File: src/rtl/hue_pkg.sv
// rtl/hue_pkg.sv - shared types and constants for the hue colour-wheel sequencer
// Purpose : sector type and named sector codes for the six-sector colour wheel.
// Ports   : none (package).
package hue_pkg;

    typedef logic [2:0] sector_t;

    localparam int NUM_SECTORS = 6;

    // Named after the channel that is held at full scale and the channel that ramps.
    localparam sector_t SECTOR_RED_UP_G = 3'd0;
    localparam sector_t SECTOR_GRN_DN_R = 3'd1;
    localparam sector_t SECTOR_GRN_UP_B = 3'd2;
    localparam sector_t SECTOR_BLU_DN_G = 3'd3;
    localparam sector_t SECTOR_BLU_UP_R = 3'd4;
    localparam sector_t SECTOR_MAG_DN_B = 3'd5;

endpackage

File: src/rtl/tick_gen.sv
// rtl/tick_gen.sv - enable-gated prescaler producing one tick every TICK_DIV clocks
// Purpose : counts 0..TICK_DIV-1 while enabled; tick is high on the last count.
// Ports   : clk    - system clock
//           rst    - synchronous active-high reset
//           enable - high = count; low = hold count, no ticks
//           tick   - high in the cycle the count is TICK_DIV-1 and enable is high
module tick_gen
    import hue_pkg::*;
#(
    parameter int TICK_DIV = 20000
) (
    input  logic clk,
    input  logic rst,
    input  logic enable,
    output logic tick
);

    localparam int CW = (TICK_DIV > 1) ? $clog2(TICK_DIV) : 1;
    localparam logic [CW-1:0] LAST = CW'(TICK_DIV - 1);

    generate
        if (TICK_DIV < 1) begin : g_bad_div
            $error("tick_gen: TICK_DIV must be >= 1");
        end
    endgenerate

    logic [CW-1:0] r_count;
    logic          w_at_last;

    assign w_at_last = (r_count == LAST);
    assign tick      = enable & w_at_last;

    always_ff @(posedge clk) begin
        if (rst) begin
            r_count <= '0;
        end else if (enable) begin
            r_count <= w_at_last ? '0 : r_count + CW'(1);
        end
    end

endmodule

File: src/rtl/hue_sequencer.sv
// rtl/hue_sequencer.sv - colour-wheel walk with duty commit on PWM period boundaries
// Purpose : walks red->yellow->green->cyan->blue->magenta->red and presents
//           RGB duty values that only change at a PWM period start.
// Ports   : clk              - system clock
//           rst              - synchronous active-high reset
//           enable           - high = advance through the wheel; low = freeze
//           pwm_period_start - commit strobe from the pwm block
//           red_duty         - committed red duty
//           green_duty       - committed green duty
//           blue_duty        - committed blue duty
//           sector           - live hue sector 0..5
//           update           - high in the cycle the duty outputs take a new commit
module hue_sequencer
    import hue_pkg::*;
#(
    parameter int TICK_DIV = 20000,
    parameter int PWM_MAX  = 100,
    parameter int DUTY_W   = 8
) (
    input  logic              clk,
    input  logic              rst,
    input  logic              enable,
    input  logic              pwm_period_start,
    output logic [DUTY_W-1:0] red_duty,
    output logic [DUTY_W-1:0] green_duty,
    output logic [DUTY_W-1:0] blue_duty,
    output logic [2:0]        sector,
    output logic              update
);

    generate
        if (PWM_MAX > (2**DUTY_W) - 1) begin : g_bad_width
            $error("hue_sequencer: PWM_MAX does not fit in DUTY_W bits");
        end
        if (PWM_MAX < 2) begin : g_bad_max
            $error("hue_sequencer: PWM_MAX must be >= 2");
        end
    endgenerate

    localparam logic [DUTY_W-1:0] L_FULL = DUTY_W'(PWM_MAX);
    localparam logic [DUTY_W-1:0] L_LAST = DUTY_W'(PWM_MAX - 1);

    logic              w_step_tick;
    logic [DUTY_W-1:0] r_level;
    sector_t           r_sector;
    logic [DUTY_W-1:0] w_up;
    logic [DUTY_W-1:0] w_dn;
    logic [DUTY_W-1:0] w_red;
    logic [DUTY_W-1:0] w_green;
    logic [DUTY_W-1:0] w_blue;
    logic [DUTY_W-1:0] r_red;
    logic [DUTY_W-1:0] r_green;
    logic [DUTY_W-1:0] r_blue;
    logic              r_update;

    tick_gen #(
        .TICK_DIV (TICK_DIV)
    ) u_tick_gen (
        .clk    (clk),
        .rst    (rst),
        .enable (enable),
        .tick   (w_step_tick)
    );

    // Level ramps 0..PWM_MAX-1 inside a sector; the wrap moves to the next sector.
    always_ff @(posedge clk) begin
        if (rst) begin
            r_level  <= '0;
            r_sector <= SECTOR_RED_UP_G;
        end else if (w_step_tick) begin
            if (r_level < L_LAST) begin
                r_level <= r_level + DUTY_W'(1);
            end else begin
                r_level  <= '0;
                r_sector <= (r_sector == SECTOR_MAG_DN_B) ? SECTOR_RED_UP_G
                                                          : r_sector + 3'd1;
            end
        end
    end

    // Level never exceeds PWM_MAX-1, so the down ramp cannot underflow and it
    // starts at full scale, giving no repeated colour across a sector edge.
    assign w_up = r_level;
    assign w_dn = L_FULL - r_level;

    always_comb begin
        w_red   = '0;
        w_green = '0;
        w_blue  = '0;
        case (r_sector)
            SECTOR_RED_UP_G: begin w_red = L_FULL; w_green = w_up;   end
            SECTOR_GRN_DN_R: begin w_red = w_dn;   w_green = L_FULL; end
            SECTOR_GRN_UP_B: begin w_green = L_FULL; w_blue = w_up;  end
            SECTOR_BLU_DN_G: begin w_green = w_dn; w_blue = L_FULL;  end
            SECTOR_BLU_UP_R: begin w_red = w_up;   w_blue = L_FULL;  end
            SECTOR_MAG_DN_B: begin w_red = L_FULL; w_blue = w_dn;    end
            default:         begin w_red = '0;     w_green = '0;     end
        endcase
    end

    // Commit samples the pre-tick staged colour, so a step coinciding with a
    // period start is shown at the following period start.
    always_ff @(posedge clk) begin
        if (rst) begin
            r_red    <= '0;
            r_green  <= '0;
            r_blue   <= '0;
            r_update <= 1'b0;
        end else if (pwm_period_start) begin
            r_red    <= w_red;
            r_green  <= w_green;
            r_blue   <= w_blue;
            r_update <= 1'b1;
        end else begin
            r_update <= 1'b0;
        end
    end

    assign red_duty   = r_red;
    assign green_duty = r_green;
    assign blue_duty  = r_blue;
    assign sector     = r_sector;
    assign update     = r_update;

endmodule

File: config.mk
export PLATFORM = sky130hd
export DESIGN_NAME = hue_sequencer
export DESIGN_NICKNAME = d
export VERILOG_FILES = /design/src/rtl/hue_pkg.sv /design/src/rtl/tick_gen.sv /design/src/rtl/hue_sequencer.sv
export SDC_FILE = /design/constraint.sdc
export NUM_CORES = 1
export LEC_CHECK = 0
export BUFFER_PORTS_ARGS = -buffer_cell sky130_fd_sc_hd__buf_2
export CORE_MARGIN = 2
export CORE_UTILIZATION = 61
export DETAILED_ROUTE_END_ITERATION = 10
export GPL_ROUTABILITY_DRIVEN = 0
export PLACE_DENSITY = 0.83
export RECOVER_POWER = 25
export SETUP_SLACK_MARGIN = 0.02
export SLEW_MARGIN = 20
export SYNTH_ARGS = -nofsm -noshare
export SYNTH_HDL_FRONTEND = slang
export SYNTH_SLANG_ARGS = --single-unit
File: constraint.sdc
create_clock -name clk -period 5.55 [get_ports clk]
set_input_delay 1.665 -clock clk [delete_from_list [all_inputs] [get_ports clk]]
set_output_delay 1.665 -clock clk [all_outputs]
set_load 0.02 [all_outputs]
Yosys cells after proc, flatten, opt, wreduce, memory -nomap -nowiden
Index checks and enable logic that the tools add are counted.
W data, S select, Z words.
- register bits: 51
- input bits: 4
- output and inout port bits: 28
- word-level logic and storage cells: 32
- add/subtract/negate cells: 4
- order comparisons: 1
- equal/unequal tests: 6
- muxes and demuxes: 7
- bitwise gates (word level): 2
- reductions and logical operators: 5
- operator list (cell ; count):
    $pmux W8 S3 ; 3
    $add A15 B1 Y15 const B ; 1
    $eq A15 B15 Y1 const B ; 1
    $mux W15 ; 1
    $add A8 B1 Y8 const B ; 1
    $lt A8 B7 Y1 const B ; 1
    $mux W8 ; 1
    $sub A7 B8 Y8 const A ; 1
    $eq A3 B2 Y1 const B ; 2
    $eq A3 B3 Y1 const B ; 2
    $reduce_or A2 Y1 ; 3
    $add A3 B1 Y3 const B ; 1
    $eq A3 B1 Y1 const B ; 1
    $logic_not A3 Y1 ; 1
    $mux W3 ; 1
    $reduce_and A2 Y1 ; 1
    $and A1 B1 Y1 ; 1
    $mux W1 ; 1
    $not A1 Y1 ; 1

Longest topological paths before layout
- word-level depth: 3
- depth in mapped cells: 9
- mapped depth without buffers: 7

By module
A second synthesis with hierarchy kept.
- cell total of the unflattened synthesis: 314
- area total of the unflattened synthesis: 2655.0 µm²
- by module, submodules not included (module ; times used ; cells an instance ; area an instance (µm²) ; sequential area each (µm²)):
    hue_sequencer ; 1 ; 235 ; 1940.6 ; 720.7
    tick_gen ; 1 ; 79 ; 714.4 ; 300.3

Worst setup path after synthesis
Ideal clock, no wire load.
- path kind: in2reg
- start: in enable
- end: reg r_level[6]
- arrival time: 3027 ps
- required time: 5435 ps
- path slack: 2407 ps
- stages: 7
- path buffers: 2
- cells stage by stage: clkbuf_1 nand4_1 nor4_4 a21boi_2 or2_1 buf_6 nor2_1
- word-level cells in the longest chain between the ends: 1
- ends and longest elaborated chain (item ; line ; text):
    start, declared ; hue_sequencer.sv:22 ; input logic enable,
    $and A1 B1 Y1 ; tick_gen.sv:31 ; assign tick = enable & w_at_last;
    end signal, assigned ; hue_sequencer.sv:72 ; r_level <= r_level + DUTY_W'(1);
    end, declared ; hue_sequencer.sv:44 ; logic [DUTY_W-1:0] r_level;
No other way between the ends.
A chain may end at the register's enable or synchronous reset.

==> results.py <==
metrics = {
    "clock_network": {
        "cts_buffers": 5,
        "cts_setup_buffers": 0,
        "htree_num_levels": 2,
        "ctsHoldBuffers": 0,
        "clockRootBuffer": "clkbuf_8",
        "cts_tree": "built",
        "clk_path_buf_depth": 2,
        "clk_pin_slew_ns": 0.09,
        "clock_latency_ns": 0.31,
        "clock-sinks": 51,
        "cts_resized": 0,
    },
    "routing": {
        "wl_per_cell_um": 14.8,
        "ant_nets": 0,
        "drc": 0,
        "dr.pass1.iters": 4,
        "routed_wl_um": 5480,
        "drt-initial-drc-count": 205,
        "drt-vias-per-instance": 5.90,
        "via_count": 2177,
    },
    "synthesis": {
        "syn_inst": 301,
        "yosysMostFrequentCell": "nor2_1",
        "yosys-top-cells-area": "dfxtp_1 41%, nor2_1 7.9%, xor2_1 5.6%",
        "avgSynthCellArea_um2": 8.33,
        "synth.largest_area_cell": "dfxtp_1",
        "netlist_area_mm2": 0.00251,
        "yosys_register_bits": 51,
        "async_flop_share": 0,
        "syn_nets": 309,
        "ys.flop_type": "dfxtp_1",
        "synth_top_area_frac": 0.407,
        "synth.distinct_cells": 54,
        "ys_warn_count": 0,
        "synth_edf_count": 0,
        "synth_common_cells": "53 x nor2_1, 51 x dfxtp_1, 18 x nand2_1, 16 x xor2_1, 15 x clkbuf_1",
        "ys_seq_area_frac": 0.407,
    },
    "global_route": {
        "grt_max_degree": 32,
        "antenna_found_initial": 0,
        "grt_pass1_vias": 1944,
        "grt_pass1_wl_um": 8760,
        "grt.overflow.total": 0,
        "track_usage": 0.253,
    },
    "timing": {
        "rsz0062_at_grt": "no",
        "max_slew_margin": 0.0992,
        "finClkSkew_ns": 0.00907,
        "setup_violations": 0,
        "finalCriticalPeriod_ns": 3.13,
        "holdWs_ns": 0.475,
        "finalHoldViolCount": 0,
        "tightest_slew_ns": 1.35,
        "max_freq_mhz": 320,
        "drv_slew": 0,
        "fin_crit_sh": 0.564,
        "final.setup.tns_ns": 0,
    },
    "pwr": {
        "p_comb_frac": 0.051,
        "power_frac_clock": 0.420,
        "p_seq_frac": 0.530,
        "peakVddDrop_uv": 177,
        "power_mw": 0.710,
        "p_per_area_mw_per_mm2": 258,
        "netSwitchingPower_mw": 0.147,
        "power.leakage_nw": 1.04,
        "p_sw_frac": 0.207,
        "internal_power_mw": 0.563,
    },
    "placed_design": {
        "place_inst": 361,
        "portBuffers": 31,
        "placed_area_mm2": 0.00263,
        "dp_hpwl_um": 3860,
    },
    "critical_path": {
        "end_kind": "flip-flop",
        "worstPathMaxFanout": 26,
        "worstPathArrival_ns": 3.35,
        "cp_data_required_time_ns": 5.77,
        "worstSetupPathType": "in -> reg",
        "cp-start-kind": "input pin",
    },
    "worst_hold_path": {
        "hold_path.class": "reg -> reg",
    },
    "cells_and_area": {
        "drive_gt1_frac": 0.113,
        "design_area_mm2": 0.00275,
        "area_growth_pct": 9.83,
        "nets": 326,
        "diodes": 0,
        "fin_cells": 369,
    },
    "die": {
        "start_util": 0.631,
        "die_area_mm2": 0.00464,
        "die_h_um": 68.1,
        "dieWidth_um": 68.1,
        "core_area_mm2": 0.00397,
        "fp-row-count": 23,
        "ios": 32,
    },
    "run": {
        "drv_cap": 0,
    },
    "status": {
        "status": "complete, no violations",
    },
}
metrics by stage:
stage / setup slack [ns] / util
final: 2.42 / 0.693
after floorplan: 2.41 / -
after global placement: 2.17 / 0.663
after CTS: 2.48 / 0.697
after detailed placement: 2.15 / 0.663
after global routing: 2.38 / 0.693
area by class of cell:
type,count,area (um^2)
Sequential cell,51,1020
Multi-Input combinational cell,217,1350
Inverter,12,45.0
Tap cell,50,62.6
Fill cell,344,1220
Clock inverter,2,60.1
Clock buffer,6,72.6
Timing Repair Buffer,31,143
placed cells by master (no fill, tap or decap), drive strengths merged, types with 2 or more instances in the layout:
cell | synthesis | layout
a22oi | 4 | 4
a21oi | 14 | 14
nand2b | 4 | 4
nand3 | 6 | 6
and2 | 3 | 3
bufinv | 0 | 2
o21ai | 10 | 10
o31ai | 4 | 4
ha | 4 | 4
or2 | 2 | 2
o32ai | 3 | 3
o211ai | 4 | 4
nand4 | 9 | 9
nand2 | 18 | 18
mux2i | 2 | 2
xor2 | 16 | 16
clkbuf | 15 | 16
o22ai | 2 | 2
o31a | 2 | 2
xnor2 | 10 | 10
a311oi | 3 | 3
and3 | 7 | 7
nor4 | 2 | 2
inv | 12 | 12
dfxtp | 51 | 51
buf | 6 | 21
nor3 | 8 | 8
nor2 | 53 | 53
a31oi | 2 | 2
a221oi | 2 | 2
nor2b | 4 | 4
state kept, by name (all words and copies together) (netlist names):
name and flops:
r_level 8, update 1, blue_duty 8, sector 3
red_duty 8, u_tick_gen.r_count 15, green_duty 8
cells by family (layout without fill, tap and decap cells):
family | after synthesis | after routing | share of synthesized area
simple gates | 121 | 121 | 0.238
compound gates | 64 | 64 | 0.182
flops | 51 | 51 | 0.407
buf+inv | 33 | 51 | 0.0544
xor+xnor | 26 | 26 | 0.0908
fa+ha+maj | 4 | 4 | 0.0200
mux | 2 | 2 | 0.00798
worst max-delay path: stages:
cell and delay (ns):
buf_2 0.35, inv_1 0.41, or4b_2 0.75, a31oi_1 0.18
metal layers:
| layer | GRT usage | vias up | wire, um |
|---|---|---|---|
| li1 | - | 1088 | - |
| met5 | 0 | - | 0 |
| met1 | 0.326 | 998 | 2460 |
| met2 | 0.410 | 82 | 2550 |
| met4 | 0.0850 | 0 | 80 |
| met3 | 0.0641 | 9 | 384 |
power by group through the flow:
stage | clock network [mW] | registers, mW | logic [mW]
after detailed placement | 0 | 0.384 | 0.0370
after global placement | 0 | 0.384 | 0.0359
final | 0.298 | 0.376 | 0.0360
after floorplan | 0 | 0.390 | 0.0224
after CTS | 0.304 | 0.376 | 0.0369
after global routing | 0.320 | 0.377 | 0.0397
final timing paths:
path	endpoint	startpoint	slack [ns]	depth (start not counted)
worst max-delay path	red_duty[7]	pwm_period_start	2.42	4
worst min-delay path	red_duty[0]	red_duty[0]	0.48	2
worst max register to register	red_duty[7]	r_level[2]	3.24	5
worst min register to register	red_duty[0]	red_duty[0]	0.48	2
Note: power is estimated with default switching activity, not from simulation.
